`config.mk`:
```
export PLATFORM = sky130hd
export DESIGN_NAME = mem_access_flat
export DESIGN_NICKNAME = d
export VERILOG_FILES = /design/src/rtl/riscv_pkg.sv /design/src/rtl/mem_access_if.sv /design/src/rtl/load_extend.sv /design/src/rtl/mem_access.sv /design/src/flat_wrapper.sv
export SDC_FILE = /design/constraint.sdc
export NUM_CORES = 1
export LEC_CHECK = 0
export CAP_MARGIN = 20
export CORE_MARGIN = 2
export CORE_UTILIZATION = 46
export DETAILED_ROUTE_END_ITERATION = 7
export PLACE_DENSITY = 0.87
export SLEW_MARGIN = 10
export SYNTH_ARGS = -nofsm -noshare
export SYNTH_HDL_FRONTEND = slang
export SYNTH_SLANG_ARGS = --single-unit
```
`constraint.sdc`:
```
create_clock -name clk -period 3.3 [get_ports clk]
set_input_delay 0.33 -clock clk [delete_from_list [all_inputs] [get_ports clk]]
set_output_delay 0.33 -clock clk [all_outputs]
set_load 0.03 [all_outputs]
```
`src/rtl/riscv_pkg.sv`:
```
// Shared RV32I definitions: load/store decode keys and the memory-stage state type.
package riscv_pkg;

  localparam logic [6:0] OPC_LOAD  = 7'b0000011;
  localparam logic [6:0] OPC_STORE = 7'b0100011;

  // Match keys are {funct3, opcode}, compared against {instr[14:12], instr[6:0]}.
  localparam logic [9:0] LB  = {3'b000, OPC_LOAD};
  localparam logic [9:0] LH  = {3'b001, OPC_LOAD};
  localparam logic [9:0] LW  = {3'b010, OPC_LOAD};
  localparam logic [9:0] LBU = {3'b100, OPC_LOAD};
  localparam logic [9:0] LHU = {3'b101, OPC_LOAD};
  localparam logic [9:0] SB  = {3'b000, OPC_STORE};
  localparam logic [9:0] SH  = {3'b001, OPC_STORE};
  localparam logic [9:0] SW  = {3'b010, OPC_STORE};

  typedef enum logic [1:0] {
    IDLE = 2'd0,
    REQ  = 2'd1,
    WAIT = 2'd2
  } mem_state_t;

  function automatic logic [9:0] mem_key(input logic [31:0] instr);
    return {instr[14:12], instr[6:0]};
  endfunction

endpackage

```
`src/rtl/mem_access_if.sv`:
```
// Data-memory request/grant/response port between the memory stage and data memory.
interface mem_access_if;
  logic        dmem_req_o;
  logic        dmem_we_o;
  logic [31:0] dmem_addr_o;
  logic [3:0]  dmem_be_o;
  logic [31:0] dmem_wdata_o;
  logic        dmem_gnt_i;
  logic        dmem_rvalid_i;
  logic [31:0] dmem_rdata_i;

  modport master (
    output dmem_req_o, dmem_we_o, dmem_addr_o, dmem_be_o, dmem_wdata_o,
    input  dmem_gnt_i, dmem_rvalid_i, dmem_rdata_i
  );

  modport slave (
    input  dmem_req_o, dmem_we_o, dmem_addr_o, dmem_be_o, dmem_wdata_o,
    output dmem_gnt_i, dmem_rvalid_i, dmem_rdata_i
  );
endinterface

```
`src/rtl/load_extend.sv`:
```
// Selects the addressed byte/halfword lane of a load word and sign- or zero-extends it.
module load_extend (
  input  logic [31:0] rdata,
  input  logic [1:0]  addr,
  input  logic [2:0]  funct3,
  output logic [31:0] data
);

  logic [7:0]  lane [4];
  logic [7:0]  byte_sel;
  logic [15:0] half_sel;

  genvar gi;
  generate
    for (gi = 0; gi < 4; gi++) begin : g_lane
      assign lane[gi] = rdata[8*gi +: 8];
    end
  endgenerate

  always_comb begin
    byte_sel = lane[addr];
    half_sel = addr[1] ? rdata[31:16] : rdata[15:0];
    case (funct3)
      3'b000:  data = {{24{byte_sel[7]}}, byte_sel};
      3'b001:  data = {{16{half_sel[15]}}, half_sel};
      3'b100:  data = {24'h0, byte_sel};
      3'b101:  data = {16'h0, half_sel};
      default: data = rdata;
    endcase
  end

endmodule

```
`src/rtl/mem_access.sv`:
```
// RV32I memory-access stage: issues loads/stores on the dmem port, passes other
// instructions through to write-back with one cycle of latency.
module mem_access
  import riscv_pkg::*;
(
  input  logic                clk,
  input  logic                rst_n,
  input  logic                valid_i,
  output logic                ready_o,
  input  logic [31:0]         instr_i,
  input  logic [31:0]         alu_result_i,
  input  logic [31:0]         rs2_i,
  mem_access_if.master        dmem,
  output logic                valid_o,
  output logic [31:0]         instr_o,
  output logic [31:0]         result_o,
  output logic                misalign_o
);

  mem_state_t  state_reg, state_next;

  logic        is_load, is_store, mis_dec;
  logic [3:0]  be_dec;
  logic [31:0] wdata_dec;
  logic        accept, mem_go;

  logic        we_reg;
  logic [31:0] addr_reg, wdata_reg;
  logic [3:0]  be_reg;
  logic [1:0]  off_reg;
  logic [2:0]  funct3_reg;

  logic        valid_reg, valid_next;
  logic        misalign_reg, misalign_next;
  logic [31:0] result_reg, result_next;
  logic [31:0] instr_reg, instr_next;
  logic [31:0] ext_data;

  always_comb begin
    is_load   = 1'b0;
    is_store  = 1'b0;
    mis_dec   = 1'b0;
    be_dec    = 4'b0000;
    wdata_dec = 32'h0;
    casez (mem_key(instr_i))
      LB, LBU: is_load = 1'b1;
      LH, LHU: begin
        is_load = 1'b1;
        mis_dec = alu_result_i[0];
      end
      LW: begin
        is_load = 1'b1;
        mis_dec = |alu_result_i[1:0];
      end
      SB: begin
        is_store  = 1'b1;
        be_dec    = 4'b0001 << alu_result_i[1:0];
        wdata_dec = {4{rs2_i[7:0]}};
      end
      SH: begin
        is_store  = 1'b1;
        mis_dec   = alu_result_i[0];
        be_dec    = alu_result_i[1] ? 4'b1100 : 4'b0011;
        wdata_dec = {2{rs2_i[15:0]}};
      end
      SW: begin
        is_store  = 1'b1;
        mis_dec   = |alu_result_i[1:0];
        be_dec    = 4'b1111;
        wdata_dec = rs2_i;
      end
      default: ;
    endcase
  end

  assign accept = valid_i && ready_o;
  assign mem_go = accept && (is_load || is_store) && !mis_dec;

  always_ff @(posedge clk) begin
    if (!rst_n) state_reg <= IDLE;
    else        state_reg <= state_next;
  end

  always_comb begin
    state_next = state_reg;
    case (state_reg)
      IDLE:    if (mem_go) state_next = REQ;
      REQ:     if (dmem.dmem_gnt_i) state_next = we_reg ? IDLE : WAIT;
      WAIT:    if (dmem.dmem_rvalid_i) state_next = IDLE;
      default: state_next = IDLE;
    endcase
  end

  always_comb begin
    ready_o       = (state_reg == IDLE);
    valid_next    = 1'b0;
    misalign_next = misalign_reg;
    result_next   = result_reg;
    instr_next    = instr_reg;
    case (state_reg)
      IDLE: if (accept) begin
        instr_next    = instr_i;
        misalign_next = mis_dec;
        if (!mem_go) begin
          valid_next  = 1'b1;
          result_next = mis_dec ? 32'h0 : alu_result_i;
        end
      end
      REQ: if (dmem.dmem_gnt_i && we_reg) begin
        valid_next  = 1'b1;
        result_next = 32'h0;
      end
      WAIT: if (dmem.dmem_rvalid_i) begin
        valid_next  = 1'b1;
        result_next = ext_data;
      end
      default: ;
    endcase
  end

  always_ff @(posedge clk) begin
    if (!rst_n) begin
      valid_reg    <= 1'b0;
      misalign_reg <= 1'b0;
      result_reg   <= 32'h0;
      instr_reg    <= 32'h0;
      we_reg       <= 1'b0;
      addr_reg     <= 32'h0;
      be_reg       <= 4'b0000;
      wdata_reg    <= 32'h0;
      off_reg      <= 2'b00;
      funct3_reg   <= 3'b000;
    end else begin
      valid_reg    <= valid_next;
      misalign_reg <= misalign_next;
      result_reg   <= result_next;
      instr_reg    <= instr_next;
      // Request fields are captured once at accept and held through REQ/WAIT.
      if (mem_go) begin
        we_reg     <= is_store;
        addr_reg   <= {alu_result_i[31:2], 2'b00};
        be_reg     <= is_store ? be_dec : 4'b1111;
        wdata_reg  <= wdata_dec;
        off_reg    <= alu_result_i[1:0];
        funct3_reg <= instr_i[14:12];
      end
    end
  end

  load_extend u_load_extend (
    .rdata  (dmem.dmem_rdata_i),
    .addr   (off_reg),
    .funct3 (funct3_reg),
    .data   (ext_data)
  );

  assign dmem.dmem_req_o   = (state_reg == REQ);
  assign dmem.dmem_we_o    = we_reg;
  assign dmem.dmem_addr_o  = addr_reg;
  assign dmem.dmem_be_o    = be_reg;
  assign dmem.dmem_wdata_o = wdata_reg;

  assign valid_o    = valid_reg;
  assign misalign_o = misalign_reg;
  assign result_o   = result_reg;
  assign instr_o    = instr_reg;

endmodule
```
`src/flat_wrapper.sv`:
```
// flat-port wrapper written by rule: the top's interface ports become plain ports
module mem_access_flat import riscv_pkg::*;
  (clk, rst_n, valid_i, ready_o, instr_i, alu_result_i, rs2_i, valid_o, instr_o, result_o, misalign_o, dmem_dmem_req_o, dmem_dmem_we_o, dmem_dmem_addr_o, dmem_dmem_be_o, dmem_dmem_wdata_o, dmem_dmem_gnt_i, dmem_dmem_rvalid_i, dmem_dmem_rdata_i);
  mem_access_if dmem_i ();
  input  logic clk;
  input  logic rst_n;
  input  logic valid_i;
  output logic ready_o;
  input  logic [31:0] instr_i;
  input  logic [31:0] alu_result_i;
  input  logic [31:0] rs2_i;
  output logic valid_o;
  output logic [31:0] instr_o;
  output logic [31:0] result_o;
  output logic misalign_o;
  output wire logic [$bits(dmem_i.dmem_req_o)-1:0] dmem_dmem_req_o;
  output wire logic [$bits(dmem_i.dmem_we_o)-1:0] dmem_dmem_we_o;
  output wire logic [$bits(dmem_i.dmem_addr_o)-1:0] dmem_dmem_addr_o;
  output wire logic [$bits(dmem_i.dmem_be_o)-1:0] dmem_dmem_be_o;
  output wire logic [$bits(dmem_i.dmem_wdata_o)-1:0] dmem_dmem_wdata_o;
  input wire logic [$bits(dmem_i.dmem_gnt_i)-1:0] dmem_dmem_gnt_i;
  input wire logic [$bits(dmem_i.dmem_rvalid_i)-1:0] dmem_dmem_rvalid_i;
  input wire logic [$bits(dmem_i.dmem_rdata_i)-1:0] dmem_dmem_rdata_i;
  assign dmem_dmem_req_o = dmem_i.dmem_req_o;
  assign dmem_dmem_we_o = dmem_i.dmem_we_o;
  assign dmem_dmem_addr_o = dmem_i.dmem_addr_o;
  assign dmem_dmem_be_o = dmem_i.dmem_be_o;
  assign dmem_dmem_wdata_o = dmem_i.dmem_wdata_o;
  assign dmem_i.dmem_gnt_i = dmem_dmem_gnt_i;
  assign dmem_i.dmem_rvalid_i = dmem_dmem_rvalid_i;
  assign dmem_i.dmem_rdata_i = dmem_dmem_rdata_i;
  mem_access u_core (.clk(clk), .rst_n(rst_n), .valid_i(valid_i), .ready_o(ready_o), .instr_i(instr_i), .alu_result_i(alu_result_i), .rs2_i(rs2_i), .dmem(dmem_i), .valid_o(valid_o), .instr_o(instr_o), .result_o(result_o), .misalign_o(misalign_o));
endmodule
```
**After elaboration in Yosys (flattened, before gate mapping)**

Cells that the tools add are included.

- Register bits after elaboration: 140
- Bits in latches: 0
- Memory bits (writable): 0
- Memory bits (read-only): 0
- Input port bits: 133
- Output and inout port bits: 137
- Logic and storage cells: 78
- Memories kept: 0

- Add/sub/neg operators: 0
- $mul: 0
- Divide/modulo/power cells: 0
- Order comparisons: 1
- Eq/ne operators: 19
- Shift-type cells: 1
- Muxes and demuxes: 28
- Bitwise operators: 1
- Reductions and logical operators: 17

Operator list:

| operator | count |
|---|---|
| $pmux 32 s3 | 2 |
| $mux 32 | 5 |
| $pmux 32 s4 | 1 |
| $eq 10x10->1 const B | 2 |
| $eq 10x8->1 const B | 2 |
| $eq 10x9->1 const B | 2 |
| $bmux 8 s2 | 1 |
| $mux 16 | 1 |
| $mux 8 | 2 |
| $pmux 4 s3 | 1 |
| $eq 10x2->1 const B | 1 |
| $eq 10x6->1 const B | 1 |
| $mux 2 | 4 |
| $mux 4 | 2 |
| $ne 2x2->1 const B | 4 |
| $eq 3x3->1 const B | 2 |
| $mux 1 | 6 |
| $pmux 2 s3 | 1 |
| $reduce_or 3->1 | 2 |
| $reduce_and 5->1 | 1 |
| $reduce_or 5->1 | 1 |
| $logic_and 1x1->1 | 4 |
| $ne 2x1->1 const B | 2 |
| $reduce_or 2->1 | 2 |
| other kinds (15) | 15 |

**Longest topological paths before layout**

Gate-level depths: netlist of the first run.

- Depth after elaboration: 9
- Mapped depth: 10
- Mapped depth without buffers: 7

**Hierarchy**

Synthesis of the first run repeated with hierarchy kept, for this count alone.

- Cell total of the unflattened synthesis: 823
- Area, all modules: 6,796.5 µm²

Modules (own cells, without submodules):

| module | times used | cells an instance | area each (µm²) | sequential area each (µm²) |
|---|---|---|---|---|
| mem_access | 1 | 705 | 5,997.0 | 2,802.7 |
| load_extend | 1 | 118 | 799.5 | 0.0 |

**Least setup slack after synthesis of the first run**

Ideal clock, no wire load.

- Path type: reg-to-reg
- Start: register u_core.state_reg[0]
- End: register u_core.wdata_reg[16] (netlist: u_core.dmem.dmem_wdata_o[16])
- Data arrival time: 2.150 ns
- Path slack: 1.023 ns
- Stages on the path, launching flop included: 11
- Path buffers: 3
- Path through: dfxtp_1 > inv_1 > ha_1 > and2_1 > clkbuf_1 > nand2_1 > or3_1 > buf_2 > buf_2 > a22oi_1 > nor2_1

- Word-level cells in the longest chain between the ends: 4

Ends and longest elaborated chain:

| what | RTL line | RTL |
|---|---|---|
| start, declared | mem_access.sv:20 | `mem_state_t state_reg, state_next;` |
| start signal, assigned | mem_access.sv:81 | `else state_reg <= state_next;` |
| $logic_not 2->1 | mem_access.sv:95 | `ready_o = (state_reg == IDLE);` |
| via ready_o | flat_wrapper.sv:8 | `output logic ready_o;` |
| $logic_and 1x1->1 | mem_access.sv:76 | `assign accept = valid_i && ready_o;` |
| $logic_and 1x1->1 (2 in a row) | mem_access.sv:77 | `assign mem_go = accept && (is_load \|\| is_store) && !mis_dec;` |
| end signal, assigned | mem_access.sv:143 | `wdata_reg <= wdata_dec;` |
| end, declared | mem_access.sv:28 | `logic [31:0] addr_reg, wdata_reg;` |

The timed path passes the listed nets, and every way through them passes these cells.
A chain may end at the register's enable or synchronous reset.

**Worst setup path in the final report of the first run**

- Start: register u_core.state_reg[1]
- End: register u_core.result_reg[24] (netlist: u_core.result_o[24])

- Word-level cells in the longest chain between the ends: 6

Ends and longest elaborated chain:

| what | RTL line | RTL |
|---|---|---|
| $logic_not 2->1 | mem_access.sv:95, mem_access.sv:100 |  |
| $logic_and 1x1->1 | mem_access.sv:76 |  |
| $logic_and 1x1->1 (2 in a row) | mem_access.sv:77 |  |
| $ne 2x2->1 (no source line) | - |  |
| $reduce_and 5->1 (no source line) | - |  |
| end signal, assigned | mem_access.sv:136 | `result_reg <= result_next;` |
| end, declared | mem_access.sv:35 | `logic [31:0] result_reg, result_next;` |

Parallel ways exist; a longest one is shown, timed or not.

==> impl_metrics.json, run 1 <==
{
  "required_ns": 3.65,
  "max_freq_mhz": 375,
  "relSlewSlack_pct": 27.3,
  "syn_to_final_growth_pct": 54.5,
  "drt-initial-drc-count": 644,
  "diodes": 0,
  "finClkSkew_ns": 0.0127,
  "h-tree-depth": 4,
  "port_buffers": 267,
  "final.min_clock_period_ns": 2.67,
  "yosysTopAreaCell": "dfxtp_1",
  "hp-start": "u_core.dmem.dmem_addr_o[21]$_SDFFE_PN0P_",
  "slowest_stage": "o31a_2",
  "clkPwrFrac_pct": 45.3,
  "ys_ff_latch": 140,
  "sequentialPowerShare_pct": 40.7,
  "synth.avg_cell_area_um2": 7.98,
  "period_share_pct": 80.8,
  "post_cts_buffers": 0,
  "seq_area_frac_synth_pct": 45.8,
  "synth_common_cells": "nand2_1 (152), dfxtp_1 (140), a21oi_1 (138)",
  "start_kind": "register",
  "grt_pass1_wl_um": 31800,
  "reg2reg_slack_ns": 0.63,
  "synth-edff-count": 0,
  "ir_worst_vdd_v": 0.000247,
  "die_y_um": 119,
  "async_flop_share_pct": 0,
  "holdPathStages": 2,
  "critPathKind": "register to register",
  "cp-end-kind": "register",
  "netlist_top_cells_area": "dfxtp_1 (46%), a21oi_1 (11%), nand2_1 (9.3%), o21ai_0 (4.7%), a22oi_1 (3.9%)",
  "tns_ns": 0,
  "cts_resized": 0,
  "drive_gt1_share_pct": 6.61,
  "first_pass_iters": 6,
  "worstHoldPathType": "register to register",
  "num-nets-final": 1137,
  "coreArea_um2": 13100,
  "synthMostInstantiatedCell": "nand2_1",
  "worst_pin_slew_ns": 1.09,
  "crit_family": "compound AO/OA/AOI/OAI gates",
  "ant_nets": 0,
  "reg2reg_to": "u_core.result_o[24]$_SDFFE_PN0P_",
  "routedWlPerCell_um": 17.4,
  "pwr-share-comb_pct": 14.0,
  "place_hpwl_um": 14100,
  "cts-root-buf": "clkbuf_16",
  "path_max_fanout": 64,
  "vias": 6539,
  "dieArea_um2": 14200,
  "holdBufCountCts": 0,
  "power_switching_mw": 1.07,
  "antenna_found_initial": 0,
  "grt_pass1_vias": 6095,
  "finalSetupViolations": 0,
  "cp_cell_sequence": "inv_1 > ha_1 > o21bai_1 > a222oi_1 > o31a_2 > o21ai_0 > a21oi_1",
  "clk_pin_slew_ns": 0.06,
  "grt_max_degree": 65,
  "start_util_pct": 46.6,
  "utilization_pct": 71.9,
  "clk_path_buf_depth": 2,
  "drc": 0,
  "syn-cell-area_um2": 6120,
  "ys.flop_type": "dfxtp_1",
  "clk_latency_ns": 0.43,
  "slew_violations": 0,
  "reg2reg_from": "u_core.state_reg[1]$_SDFFE_PN0P_",
  "yosys_warnings": 0,
  "overflow": 0,
  "cts_buffers": 17,
  "finalHoldViolCount": 0,
  "power.leakage_nw": 3.45,
  "grt_usage_pct": 28.2,
  "cp_slowest_stage_delay_ns": 0.94,
  "cts.sinks": 140,
  "synth_top_area_share_pct": 45.8,
  "die_x_um": 119,
  "power_density_nw_per_um2": 460,
  "wirelength_um": 20600,
  "vias_per_cell": 5.50,
  "swShare_pct": 24.6,
  "fillers": 1060,
  "r2r.worst_path.cells": 7,
  "status": "complete, no violations",
  "io_pins": 270,
  "row_count": 42,
  "crit_buf_inv": 1,
  "min_to": "u_core.dmem.dmem_addr_o[21]$_SDFFE_PN0P_",
  "syn-instance-count": 767,
  "crit_arrival_ns": 3.02,
  "gp_congestion": 0.899,
  "tritoncts": "done",
  "p_int_mw": 3.28,
  "drv_cap": 0,
  "rsz0062_at_grt": "false",
  "synth.distinct_cells": 47
}
[power groups by stage]
| stage | Combinational (mW) | Clock [mW] | Sequential [mW] |
|---|---|---|---|
| 3_5_place_dp | 0.599 | 0 | 1.81 |
| 4_1_cts | 0.605 | 1.99 | 1.77 |
| 3_3_place_gp | 0.593 | 0 | 1.80 |
| 6_report | 0.606 | 1.97 | 1.77 |
| 5_1_grt | 0.644 | 2.07 | 1.77 |
| 2_1_floorplan | 0.172 | 0 | 1.91 |
[metal layers]
layer  vias up  GRT usage (%)  share of wire (%)
li1       3154              -                  -
met1      3046           34.6                 40
met2       297           47.7                 50
met3        42           7.23                7.7
met4         0           10.4                2.4
met5         -              0                  0
[worst max path at each step]
| stage | from | to | cells after the start |
|---|---|---|---|
| after floorplan | u_core.state_reg[0]$_SDFFE_PN0P_ | u_core.dmem.dmem_wdata_o[16]$_SDFFE_PN0P_ | 10 |
| after global placement | instr_i[13] | u_core.result_o[6]$_SDFFE_PN0P_ | 6 |
| after detailed placement | instr_i[13] | u_core.result_o[20]$_SDFFE_PN0P_ | 6 |
| after CTS | u_core.state_reg[1]$_SDFFE_PN0P_ | u_core.result_o[24]$_SDFFE_PN0P_ | 7 |
| after global routing | u_core.state_reg[0]$_SDFFE_PN0P_ | u_core.result_o[21]$_SDFFE_PN0P_ | 7 |
| final | u_core.state_reg[1]$_SDFFE_PN0P_ | u_core.result_o[24]$_SDFFE_PN0P_ | 7 |
[through the flow]
step	setup WS (ns)	hold WS, ns	std cells	instance area [um2]	total power [mW]
2_1_floorplan	1.02	0.457	768	6120	2.08
3_3_place_gp	0.479	0.441	1157	8840	2.40
3_5_place_dp	0.389	0.446	1157	8840	2.40
4_1_cts	0.633	0.444	1189	9450	4.36
5_1_grt	0.405	0.467	1189	9450	4.49
6_report	0.632	0.452	1189	9450	4.35
[area by class of cell]
cell class	count	area [um2]	area share, %
clock buffers	20	467	4.94
clock inverters	12	144	1.52
inverters	23	87.6	0.927
multi-input cells	538	2950	31.2
flip-flops and latches	140	2800	29.7
well taps	176	220	2.33
repair buffers	280	2780	29.4
[cells in the final DEF (no fill, tap or decap), types with 4 or more instances in the layout]
master	n
a221oi_1	24
nor2b_1	14
clkbuf_16	17
mux2i_1	5
clkinv_2	7
clkdlybuf4s50_1	266
nand2_1	152
dfxtp_1	140
nor2_1	39
a21boi_0	10
o21ai_0	57
a22oi_1	32
a21oi_1	137
a211oi_1	7
inv_1	22
buf_4	12
a21o_1	8
o32ai_1	7
ha_1	4
mux2_2	7
[tightest hold or removal path, stage by stage, from the launching register on]
cell and delay, ns:
dfxtp_1 0.30, nand2_1 0.05, a21oi_1 0.05
[cells by family (layout without fill, tap and decap cells)]
| logic type | after synthesis | in the layout | synth area share, % |
|---|---|---|---|
| adder cells (fa/ha/maj) | 4 | 4 | 0.818 |
| flip-flops | 140 | 140 | 45.8 |
| AND/OR/NAND/NOR | 222 | 222 | 15.2 |
| multiplexers | 13 | 13 | 2.47 |
| AO/OA/AOI/OAI | 297 | 297 | 29.5 |
| other | 1 | 2 | 0.0613 |
| buffers and inverters | 90 | 335 | 6.18 |
Power figures use the tool's default switching activity.
==> inputs of run 2 (changes only) <==
CORE_UTILIZATION = 38   (was 46)
PLACE_DENSITY = 0.77   (was 0.87)
clock period = 2.28 ns   (was 3.3 ns; I/O delays follow)
==> impl_metrics.json, run 2 (synthesized netlist as in run 1, its figures left out) <==
{
  "die_y_um": 131,
  "wl_met3_um": 1710,
  "final_cell_count_no_fill": 1249,
  "vias": 6574,
  "coreArea_um2": 15800,
  "rsz0062_at_grt": "false",
  "required_ns": 2.64,
  "h-tree-depth": 4,
  "status": "complete, no violations",
  "crit_start": "u_core.state_reg[0]$_SDFFE_PN0P_",
  "drv_cap": 0,
  "wirelength_um": 21200,
  "antenna_found_initial": 0,
  "final_cell_mix": "clkdlybuf4s50_1 (266), nand2_1 (152), dfxtp_1 (140), a21oi_1 (137), o21ai_0 (57)",
  "wl_met1_um": 8780,
  "routed.top_layer": "met4",
  "clk_path_buf_depth": 2,
  "grt_pass1_vias": 6280,
  "port_buffers": 267,
  "diodes": 0,
  "clk_pin_slew_ns": 0.06,
  "drt-initial-drc-count": 403,
  "finalHoldViolCount": 0,
  "place_inst": 1217,
  "finalSetupViolations": 0,
  "power_density_nw_per_um2": 669,
  "drive_gt1_share_pct": 8.33,
  "tritoncts": "done",
  "holdBufCountCts": 0,
  "finClkSkew_ns": 0.00608,
  "cts.sinks": 140,
  "fillers": 1366,
  "row_count": 46,
  "grt_usage_pct": 24.3,
  "relSlewSlack_pct": 58.6,
  "ant_nets": 0,
  "io_pins": 270,
  "slew_violations": 0,
  "cts-root-buf": "clkbuf_16",
  "start_util_pct": 38.7,
  "num-nets-final": 1157,
  "wl_met2_um": 10100,
  "gp_congestion": 0.888,
  "overflow": 0,
  "place_hpwl_um": 15100,
  "vias_per_cell": 5.26,
  "period_share_pct": 91.8,
  "die_x_um": 131,
  "path_max_fanout": 25,
  "max_freq_mhz": 478,
  "grt_max_degree": 65,
  "clk_latency_ns": 0.42,
  "crit_arrival_ns": 2.45,
  "final.min_clock_period_ns": 2.09,
  "worst_pin_slew_ns": 0.621,
  "power.leakage_nw": 3.58,
  "ir_worst_vdd_v": 0.000516,
  "hp-start": "rst_n",
  "dieArea_um2": 17100,
  "cp-end-kind": "register",
  "drc": 0,
  "reg2reg_from": "u_core.state_reg[0]$_SDFFE_PN0P_",
  "first_pass_iters": 5,
  "start_kind": "register",
  "critPathKind": "register to register",
  "worstHoldPathType": "input pin to register",
  "power_mw": 6.52,
  "syn_to_final_growth_pct": 59.5,
  "final_common_cell": "clkdlybuf4s50_1",
  "cts_buffers": 17,
  "grt_pass1_wl_um": 32500,
  "routedWlPerCell_um": 17.0
}
## run 2: final timing paths
check,end,slack [ns],depth (start not counted)
setup / recovery,u_core.state_reg[0]$_SDFFE_PN0P_,0.19,8
hold / removal,u_core.instr_o[11]$_SDFFE_PN0P_,0.21,3
setup reg to reg,u_core.state_reg[0]$_SDFFE_PN0P_,0.19,8
hold reg to reg,u_core.instr_o[30]$_SDFFE_PN0P_,0.45,2
## run 2: cell type report
class	instances	area, um2	share of cell area, %
Inverter	23	87.6	0.898
Clock buffer	21	460	4.72
Sequential cell	140	2800	28.7
Multi-Input combinational cell	538	2960	30.3
Timing Repair Buffer	300	2990	30.6
Tap cell	216	270	2.77
Clock inverter	11	190	1.95
## run 2: layer usage
layer / vias up / track usage, %
met5: - / 0
met4: 0 / 10.3
met3: 51 / 7.37
met2: 272 / 39.8
met1: 3053 / 29.9
li1: 3198 / -
## run 2: worst max-delay path, cell delays in order, from the launching register on
cell and delay (ns):
dfxtp_1 0.34, inv_1 0.09, ha_2 0.27, and2_1 0.17
nand2_1 0.06, or3_2 0.50, buf_4 0.26, nor2_1 0.15
o221a_2 0.19
## run 2: per-stage QoR
step / hold WS (ns) / setup TNS [ns] / instance area (um2) / setup slack, ns / util (%)
floorplan: 0.364 / 0 / 6120 / 0.00266 / -
global placement: 0.441 / -8.98 / 9100 / -0.167 / 57.5
detailed placement: 0.446 / -7.90 / 9100 / -0.156 / 57.5
CTS: 0.193 / 0 / 9750 / 0.122 / 61.6
global route: 0.225 / 0 / 9760 / 0.0500 / 61.6
finish: 0.213 / 0 / 9760 / 0.187 / 61.6
## run 2: report_power, final
part | leakage (nW) | internal, mW | switching [mW] | total [mW]
sequential | 1.14 | 2.52 | 0.0373 | 2.56
combinational | 2.13 | 0.443 | 0.461 | 0.904
clock | 0.305 | 2.00 | 1.07 | 3.06
## run 2: timing repair
item	4_1_cts	5_1_grt
endpoints found under the setup margin	0	15
resized for setup	0	1
buffers inserted	0	0
==> inputs of run 3 (changes only) <==
CORE_UTILIZATION = 42   (was 38)
PLACE_DENSITY = 0.8   (was 0.77)
clock period = 2.4 ns   (was 2.28 ns; I/O delays follow)
==> impl_metrics.json, run 3 (synthesized netlist as in run 1, its figures left out) <==
{
  "io_pins": 270,
  "routedWlPerCell_um": 16.9,
  "worstHoldPathType": "input pin to register",
  "start_util_pct": 42.6,
  "grt_pass1_wl_um": 32300,
  "utilization_pct": 67.0,
  "rsz0062_at_grt": "false",
  "cts.sinks": 140,
  "ir_worst_vdd_v": 0.000409,
  "reg2reg_slack_ns": 0.25,
  "start_kind": "register",
  "antenna_found_initial": 0,
  "final_common_cell": "clkdlybuf4s50_1",
  "ant_nets": 0,
  "clk_pin_slew_ns": 0.06,
  "gp_congestion": 0.940,
  "grt_pass1_vias": 6159,
  "post_dp_cell_area_um2": 9010,
  "cts_resized": 0,
  "overflow": 0,
  "h-tree-depth": 4,
  "wirelength_um": 20400,
  "status": "complete, no violations",
  "crit_family": "buffers and inverters",
  "path_max_fanout": 7,
  "finalSetupViolations": 0,
  "power_mw": 6.00,
  "finClkSkew_ns": 0.00687,
  "slew_violations": 0,
  "fillers": 1189,
  "drive_gt1_share_pct": 7.89,
  "crit_arrival_ns": 1.92,
  "slowest_stage": "clkdlybuf4s50_1",
  "clk_path_buf_depth": 2,
  "finalHoldViolCount": 0,
  "vias": 6496,
  "cts-root-buf": "clkbuf_16",
  "die_x_um": 125,
  "diodes": 0,
  "finalInstanceArea_um2": 9630,
  "grt_usage_pct": 25.6,
  "drt-initial-drc-count": 500,
  "cp-end-kind": "output pin",
  "first_pass_iters": 5,
  "power.leakage_nw": 3.55,
  "port_buffers": 267,
  "final_cell_mix": "clkdlybuf4s50_1 (266), nand2_1 (152), dfxtp_1 (140), a21oi_1 (137), o21ai_0 (57)",
  "grt_max_degree": 65,
  "power_density_nw_per_um2": 623,
  "required_ns": 2.16,
  "cp_cell_sequence": "inv_1 > ha_1 > clkdlybuf4s50_1",
  "holdBufCountCts": 0,
  "num-nets-final": 1151,
  "drc": 0,
  "crit_buf_inv": 2,
  "critPathKind": "register to output pin",
  "post_cts_buffers": 0,
  "die_y_um": 125,
  "drv_cap": 0,
  "cts_buffers": 17,
  "multi_input_area_um2": 2950,
  "worst_pin_slew_ns": 0.622,
  "max_freq_mhz": 463,
  "relSlewSlack_pct": 58.5,
  "place_hpwl_um": 14600,
  "cp_slowest_stage_delay_ns": 0.74,
  "row_count": 44,
  "tritoncts": "done",
  "period_share_pct": 90.0,
  "syn_to_final_growth_pct": 57.3,
  "final-seq-area_um2": 2800,
  "final.min_clock_period_ns": 2.16,
  "dieArea_um2": 15500,
  "clk_latency_ns": 0.42,
  "coreArea_um2": 14400,
  "tns_ns": 0,
  "vias_per_cell": 5.36
}
run 3: path summary, 6_finish.rpt:
path / end / depth (start not counted) / startpoint
setup / recovery: ready_o / 3 / u_core.state_reg[0]$_SDFFE_PN0P_
setup reg to reg: u_core.result_o[13]$_SDFFE_PN0P_ / 8 / u_core.state_reg[1]$_SDFFE_PN0P_
hold reg to reg: u_core.instr_o[2]$_SDFFE_PN0P_ / 2 / u_core.instr_o[2]$_SDFFE_PN0P_
hold / removal: u_core.instr_o[20]$_SDFFE_PN0P_ / 3 / rst_n
run 3: cell type report:
| cell class | instances | area share (%) |
|---|---|---|
| clock buffers | 21 | 4.99 |
| clock inverters | 11 | 1.46 |
| inverters | 23 | 0.910 |
| multi-input cells | 538 | 30.7 |
| flip-flops and latches | 140 | 29.1 |
| well taps | 184 | 2.39 |
| repair buffers | 294 | 30.5 |
run 3: where the power goes:
group	internal, mW	leakage (nW)	total, mW	switching (mW)
combinational	0.414	2.10	0.848	0.434
clock	1.74	0.309	2.72	0.978
sequential	2.40	1.14	2.43	0.0350
run 3: tightest hold or removal path, delay by kind of cell:
family	cells	cell delay, ns
buffers and inverters	2	0.36
AO/OA/AOI/OAI	1	0.06
run 3: routing by layer:
| layer | global-route usage (%) | wire, um |
|---|---|---|
| met5 | 0 | 0 |
| met4 | 10.9 | 681 |
| met3 | 6.83 | 1530 |
| met2 | 42.7 | 9760 |
| met1 | 31.1 | 8470 |
run 3: through the flow:
stage | instances | hold WS (ns) | setup slack (ns)
finish | 1211 | 0.305 | 0.239
global route | 1211 | 0.300 | 0.0840
CTS | 1211 | 0.286 | 0.218
detailed placement | 1179 | 0.446 | 0.0169
global placement | 1179 | 0.441 | 0.0698
floorplan | 768 | 0.376 | 0.123
